**src/rtl/flash_sample_reader_if.sv**
```systemverilog
// flash_sample_reader_if: Avalon-MM read port between the sample reader and the on-board flash
interface flash_sample_reader_if #(
    parameter int ADDR_W = 23
);
    logic              flash_mem_read;
    logic [ADDR_W-1:0] flash_mem_address;
    logic [3:0]        flash_mem_byteenable;
    logic              flash_mem_waitrequest;
    logic [31:0]       flash_mem_readdata;
    logic              flash_mem_readdatavalid;

    modport master (
        output flash_mem_read, flash_mem_address, flash_mem_byteenable,
        input  flash_mem_waitrequest, flash_mem_readdata, flash_mem_readdatavalid
    );

    modport slave (
        input  flash_mem_read, flash_mem_address, flash_mem_byteenable,
        output flash_mem_waitrequest, flash_mem_readdata, flash_mem_readdatavalid
    );
endinterface

```
**src/rtl/flash_sample_reader.sv**
```systemverilog
// flash_sample_reader: fetches 32-bit flash words and plays their two upper-byte samples on sample ticks
module flash_sample_reader #(
    parameter int ADDR_W   = 23,
    parameter int SAMPLE_W = 8
) (
    input  logic                  clk,
    input  logic                  reset,
    input  logic                  enable,
    input  logic                  forward,
    input  logic                  sample_tick,
    input  logic [ADDR_W-1:0]     address,
    output logic                  addr_advance,
    flash_sample_reader_if.master mem,
    output logic [SAMPLE_W-1:0]   audio_data,
    output logic                  audio_valid
);
    typedef enum logic [2:0] {IDLE, READ_REQ, READ_WAIT, FIRST_HALF, SECOND_HALF, ADVANCE} state_t;

    state_t              state, state_n;
    logic [ADDR_W-1:0]   addr_q, addr_n;
    logic [31:0]         word, word_n;
    logic                dir, dir_n;
    logic [SAMPLE_W-1:0] data_n, lo_s, hi_s;
    logic                valid_n, play, unused_word;

    assign play        = sample_tick & enable;
    assign lo_s        = word[15 -: SAMPLE_W];
    assign hi_s        = word[31 -: SAMPLE_W];
    assign unused_word = ^{word[23:16], word[7:0]};

    assign addr_advance             = state == ADVANCE;
    assign mem.flash_mem_read       = state == READ_REQ;
    assign mem.flash_mem_address    = addr_q;
    assign mem.flash_mem_byteenable = 4'b1111;

    always_ff @(posedge clk or posedge reset) begin
        if (reset) begin
            state       <= IDLE;
            addr_q      <= '0;
            word        <= '0;
            dir         <= 1'b0;
            audio_data  <= '0;
            audio_valid <= 1'b0;
        end else begin
            state       <= state_n;
            addr_q      <= addr_n;
            word        <= word_n;
            dir         <= dir_n;
            audio_data  <= data_n;
            audio_valid <= valid_n;
        end
    end

    // Direction is latched with the word so a mid-word change only affects the next word
    always_comb begin
        state_n = state;
        addr_n  = addr_q;
        word_n  = word;
        dir_n   = dir;
        data_n  = audio_data;
        valid_n = 1'b0;
        case (state)
            IDLE: begin
                addr_n  = enable ? address : addr_q;
                state_n = enable ? READ_REQ : IDLE;
            end
            READ_REQ: state_n = mem.flash_mem_waitrequest ? READ_REQ : READ_WAIT;
            READ_WAIT: begin
                if (mem.flash_mem_readdatavalid) begin
                    word_n  = mem.flash_mem_readdata;
                    dir_n   = forward;
                    state_n = FIRST_HALF;
                end
            end
            FIRST_HALF: begin
                if (play) begin
                    data_n  = dir ? lo_s : hi_s;
                    valid_n = 1'b1;
                    state_n = SECOND_HALF;
                end
            end
            SECOND_HALF: begin
                if (play) begin
                    data_n  = dir ? hi_s : lo_s;
                    valid_n = 1'b1;
                    state_n = ADVANCE;
                end
            end
            ADVANCE: state_n = IDLE;
            default: state_n = IDLE;
        endcase
    end
endmodule

```
**src/flat_wrapper.sv**
```systemverilog
// flat-port wrapper written by rule: the top's interface ports become plain ports
module flash_sample_reader_flat 
#(
    parameter int ADDR_W   = 23,
    parameter int SAMPLE_W = 8
)
  (clk, reset, enable, forward, sample_tick, address, addr_advance, audio_data, audio_valid, mem_flash_mem_read, mem_flash_mem_address, mem_flash_mem_byteenable, mem_flash_mem_waitrequest, mem_flash_mem_readdata, mem_flash_mem_readdatavalid);
  flash_sample_reader_if #(.ADDR_W(ADDR_W)) mem_i ();
  input  logic clk;
  input  logic reset;
  input  logic enable;
  input  logic forward;
  input  logic sample_tick;
  input  logic [ADDR_W-1:0] address;
  output logic addr_advance;
  output logic [SAMPLE_W-1:0] audio_data;
  output logic audio_valid;
  output wire logic [$bits(mem_i.flash_mem_read)-1:0] mem_flash_mem_read;
  output wire logic [$bits(mem_i.flash_mem_address)-1:0] mem_flash_mem_address;
  output wire logic [$bits(mem_i.flash_mem_byteenable)-1:0] mem_flash_mem_byteenable;
  input wire logic [$bits(mem_i.flash_mem_waitrequest)-1:0] mem_flash_mem_waitrequest;
  input wire logic [$bits(mem_i.flash_mem_readdata)-1:0] mem_flash_mem_readdata;
  input wire logic [$bits(mem_i.flash_mem_readdatavalid)-1:0] mem_flash_mem_readdatavalid;
  assign mem_flash_mem_read = mem_i.flash_mem_read;
  assign mem_flash_mem_address = mem_i.flash_mem_address;
  assign mem_flash_mem_byteenable = mem_i.flash_mem_byteenable;
  assign mem_i.flash_mem_waitrequest = mem_flash_mem_waitrequest;
  assign mem_i.flash_mem_readdata = mem_flash_mem_readdata;
  assign mem_i.flash_mem_readdatavalid = mem_flash_mem_readdatavalid;
  flash_sample_reader #(.ADDR_W(ADDR_W), .SAMPLE_W(SAMPLE_W)) u_core (.clk(clk), .reset(reset), .enable(enable), .forward(forward), .sample_tick(sample_tick), .address(address), .addr_advance(addr_advance), .mem(mem_i), .audio_data(audio_data), .audio_valid(audio_valid));
endmodule
```
**config.mk**
```make
export PLATFORM = sky130hd
export DESIGN_NAME = flash_sample_reader_flat
export DESIGN_NICKNAME = d
export VERILOG_FILES = /design/src/rtl/flash_sample_reader_if.sv /design/src/rtl/flash_sample_reader.sv /design/src/flat_wrapper.sv
export SDC_FILE = /design/constraint.sdc
export NUM_CORES = 1
export LEC_CHECK = 0
export CAP_MARGIN = 20
export CORE_MARGIN = 3
export CORE_UTILIZATION = 41
export DETAILED_ROUTE_END_ITERATION = 10
export GPL_TIMING_DRIVEN = 0
export PLACE_DENSITY = 0.8
export SKIP_LAST_GASP = 1
export SLEW_MARGIN = 20
export SYNTH_ARGS = -nofsm -noshare
export SYNTH_HDL_FRONTEND = slang
export SYNTH_SLANG_ARGS = --single-unit
```
**constraint.sdc**
```tcl
create_clock -name clk -period 1.95 [get_ports clk]
set_input_delay 0.2925 -clock clk [delete_from_list [all_inputs] [get_ports clk]]
set_output_delay 0.2925 -clock clk [all_outputs]
set_load 0.05 [all_outputs]
```
==> metrics.csv <==
stage,metric,value,unit
run_status,status,"finished, final reports clean",
clock_network,numCtsBuffers,5,
timing,timing.final.crit_share,0.9522,
finish,nets,302,
floorplan,initial_core_util,0.4431,
route,drt_wl_total,4401,microns
clock_network,clockRootBuffer,clkbuf_8,
global_route,antenna_found_initial,0,
timing,clock_skew,0.006489,ns
critical_path,cp_num_buf_inv,2,
logic_synthesis,netlist_instances,146,
pwr,swShare,0.4449,
route,via_count,1463,
route,dr.pass1.iters,3,
critical_path,crit_required,1.66,ns
critical_path,worstSetupEndpointType,output pin,
floorplan,dieArea,6217,sq um
timing,fmax,538.6,MHz
pwr,p_leak,0.001375,uW
place,globalplace.congestion,0.7681,
timing,slew_headroom,0.5388,
floorplan,die_w,78.85,microns
logic_synthesis,yosysUniqueCellTypes,27,
critical_path,rr_startpoint,u_core.state[0],
global_route,grt_use_total,0.1497,
min_path,hp-class,primary input to asynchronous set/reset pin,
clock_network,path_clk_slew,0.09,ns
critical_path,crit_cells,3,
place,port_buffers,79,
timing,rsz0062_at_grt,no,
pwr,p_seq_frac,0.334,
clock_network,cts_sinks,52,
floorplan,core-area,4911,sq um
critical_path,reg2reg_to,u_core.audio_data[5],
timing,hold-worst-slack,0.4210,ns
pwr,clockPowerShare,0.104,
route,wl_per_cell,14.29,microns
critical_path,path_cells,"buf_2, nor3b_2, dlygate4sd2_1",
logic_synthesis,syn_area,2176,sq um
pwr,p_int,3166,uW
critical_path,reg2reg_slack,0.13,ns
global_route,grt_max_degree,32,
finish,diodes,0,
critical_path,reg2regPathDepth,5,
place,pre_cts_ws,-0.08211,ns
critical_path,worstPathMaxFanout,10,
route,viasPerCell,4.750,
global_route,grt-ovfl-total,0,
timing,setup_slack,0.09319,ns
place,dp_hpwl,3383,microns
timing,period_needed,1.857,ns
logic_synthesis,syn_area_per_cell,14.90,sq um
finish,final_cell_mix,"77 x clkdlybuf4s50_1, 52 x dfrtp_1, 22 x mux2_2",
floorplan,die_h,78.85,microns
timing,max_slew.worst_pin.slew,0.6908,ns
timing,final_max_slew_viol_count,0,
finish,drive_gt1_frac,0.2199,
floorplan,ios,100,
finish,layout_commonest_cell,clkdlybuf4s50_1,
critical_path,critPathCapture,mem_flash_mem_read,
route,ant_nets,0,
pwr,powerDensity,1778,nW/um^2
pwr,combPwrFrac,0.562,
critical_path,crit_type,register to output pin,
global_route,grt_pass1_wl,7251,microns
critical_path,crit_start,u_core.state[0],
finish,n_fill_cell,386,
pwr,p_switching,2537,uW
pwr,peakVddDrop,993.5,uV
clock_network,clk_path_buf_depth,2,
logic_synthesis,yosysWarningCount,0,
timing,hold_viol_final,0,
logic_synthesis,ys_seq_elements,52,
critical_path,cpPeakStageDelay,0.54,ns
critical_path,start_kind,register,
clock_network,tritoncts,built,
run,cap_violations,0,
route,drc,0,
critical_path,crit_slowest_cell,dlygate4sd2_1,
floorplan,core.rowCount,25,
critical_path,critical_path_arrival,1.56,ns
global_route,grt_pass1_vias,1603,
logic_synthesis,ys_seq_area_frac,0.5980,
clock_network,clk_latency,0.29,ns
timing,setup_viol,0,
critical_path,crit_family,buffers and inverters,
clock_network,htreeDepth,2,
route,drt-initial-drc-count,39,
finish,syn_to_final_growth,47.44,%
## worst reg2reg max path, stage by stage, from the launching register on
cell and delay (ns):
dfrtp_1 0.36, buf_2 0.19, or3b_4 0.47, xor2_4 0.38
mux2i_1 0.24, a21oi_1 0.08
## cell type report
type	count	area, sq um	share of cell area
Inverter	1	3.754	0.001170
Clock buffer	6	72.57	0.02262
Clock inverter	2	13.76	0.004290
Tap cell	67	83.83	0.02613
Timing Repair Buffer	84	845.8	0.2637
Sequential cell	52	1301	0.4056
Buffer	10	71.32	0.02223
Multi-Input combinational cell	86	815.8	0.2543
## metrics by stage
stage / TNS (ns) / area [sq um] / utilization / total power (uW) / instances
after detailed placement: -1.494 / 3094 / 0.6301 / 5152 / 296
after CTS: 0 / 3178 / 0.6471 / 5750 / 304
after global routing: 0 / 3208 / 0.6532 / 6024 / 308
final: 0 / 3208 / 0.6532 / 5704 / 308
after floorplan: 0 / 2192 / - / 4114 / 149
after global placement: -32.95 / 3067 / 0.6245 / 5084 / 295
## power by group through the flow
stage	sequential, uW	combinational (uW)	clock [uW]
3_5_place_dp	1930	3220	0
3_3_place_gp	1900	3180	0
4_1_cts	1910	3220	616
5_1_grt	1980	3380	663
6_report	1900	3210	594
2_1_floorplan	3050	1060	0
## cell usage after synthesis
cell type	count	area share
a21oi_4	1	0.0075
nor2_2	1	0.0029
nor2_1	9	0.016
inv_1	1	0.0017
conb_1	1	0.0017
mux4_2	1	0.010
nand3b_1	1	0.0035
mux2i_1	8	0.037
and3b_1	1	0.0040
o31ai_1	1	0.0035
xor2_4	1	0.013
nand2_1	1	0.0017
mux2_2	22	0.11
nor3b_1	1	0.0035
nand3_1	1	0.0023
dfrtp_1	52	0.60
mux2_1	18	0.093
a21oi_1	8	0.018
nand2b_1	2	0.0057
buf_4	6	0.021
buf_6	1	0.0052
nor3b_4	1	0.0086
a22oi_1	1	0.0035
nor4b_4	1	0.011
buf_2	3	0.0069
o21ai_0	1	0.0023
or3b_4	1	0.0052
## registers in the layout, indices dropped and copies added (netlist names)
signal	count
u_core.mem.flash_mem_address	23
u_core.word	16
u_core.audio_data	8
u_core.state	3
u_core.audio_valid	1
u_core.dir	1
## repair_timing
item                       in CTS  in global routing
gates resized for setup         2                  0
setup endpoints to repair       3                  7
setup buffers                   0                  4
hold buffers                    0                  0
pin swaps                       1                  1
## per-layer routing
layer	vias to the layer above	part of all wire	GRT usage
met2	57	0.48	0.2487
met3	2	0.10	0.06689
met1	707	0.41	0.1765
met4	0	0.0057	0.04124
met5	-	0	0
li1	697	-	-
## cells by family after synthesis
group / share of synthesized area
multiplexers: 0.2542
other: 0.001723
buffers and inverters: 0.03450
AO/OA/AOI/OAI: 0.03508
XOR/XNOR: 0.01265
flip-flops: 0.5980
AND/OR/NAND/NOR: 0.06383
## how the worst min path moves through the flow
stage / from / to / slack, ns / cells after the start
final: reset / u_core.mem.flash_mem_address[10] / 0.42 / 2
after CTS: reset / u_core.mem.flash_mem_address[11] / 0.43 / 2
after floorplan: address[0] / u_core.mem.flash_mem_address[0] / 0.43 / 1
after global placement: u_core.word[12] / u_core.word[12] / 0.47 / 1
after detailed placement: u_core.mem.flash_mem_address[9] / u_core.mem.flash_mem_address[9] / 0.47 / 1
after global routing: reset / u_core.mem.flash_mem_address[10] / 0.48 / 2
Note: power is estimated with default switching activity, not from simulation.
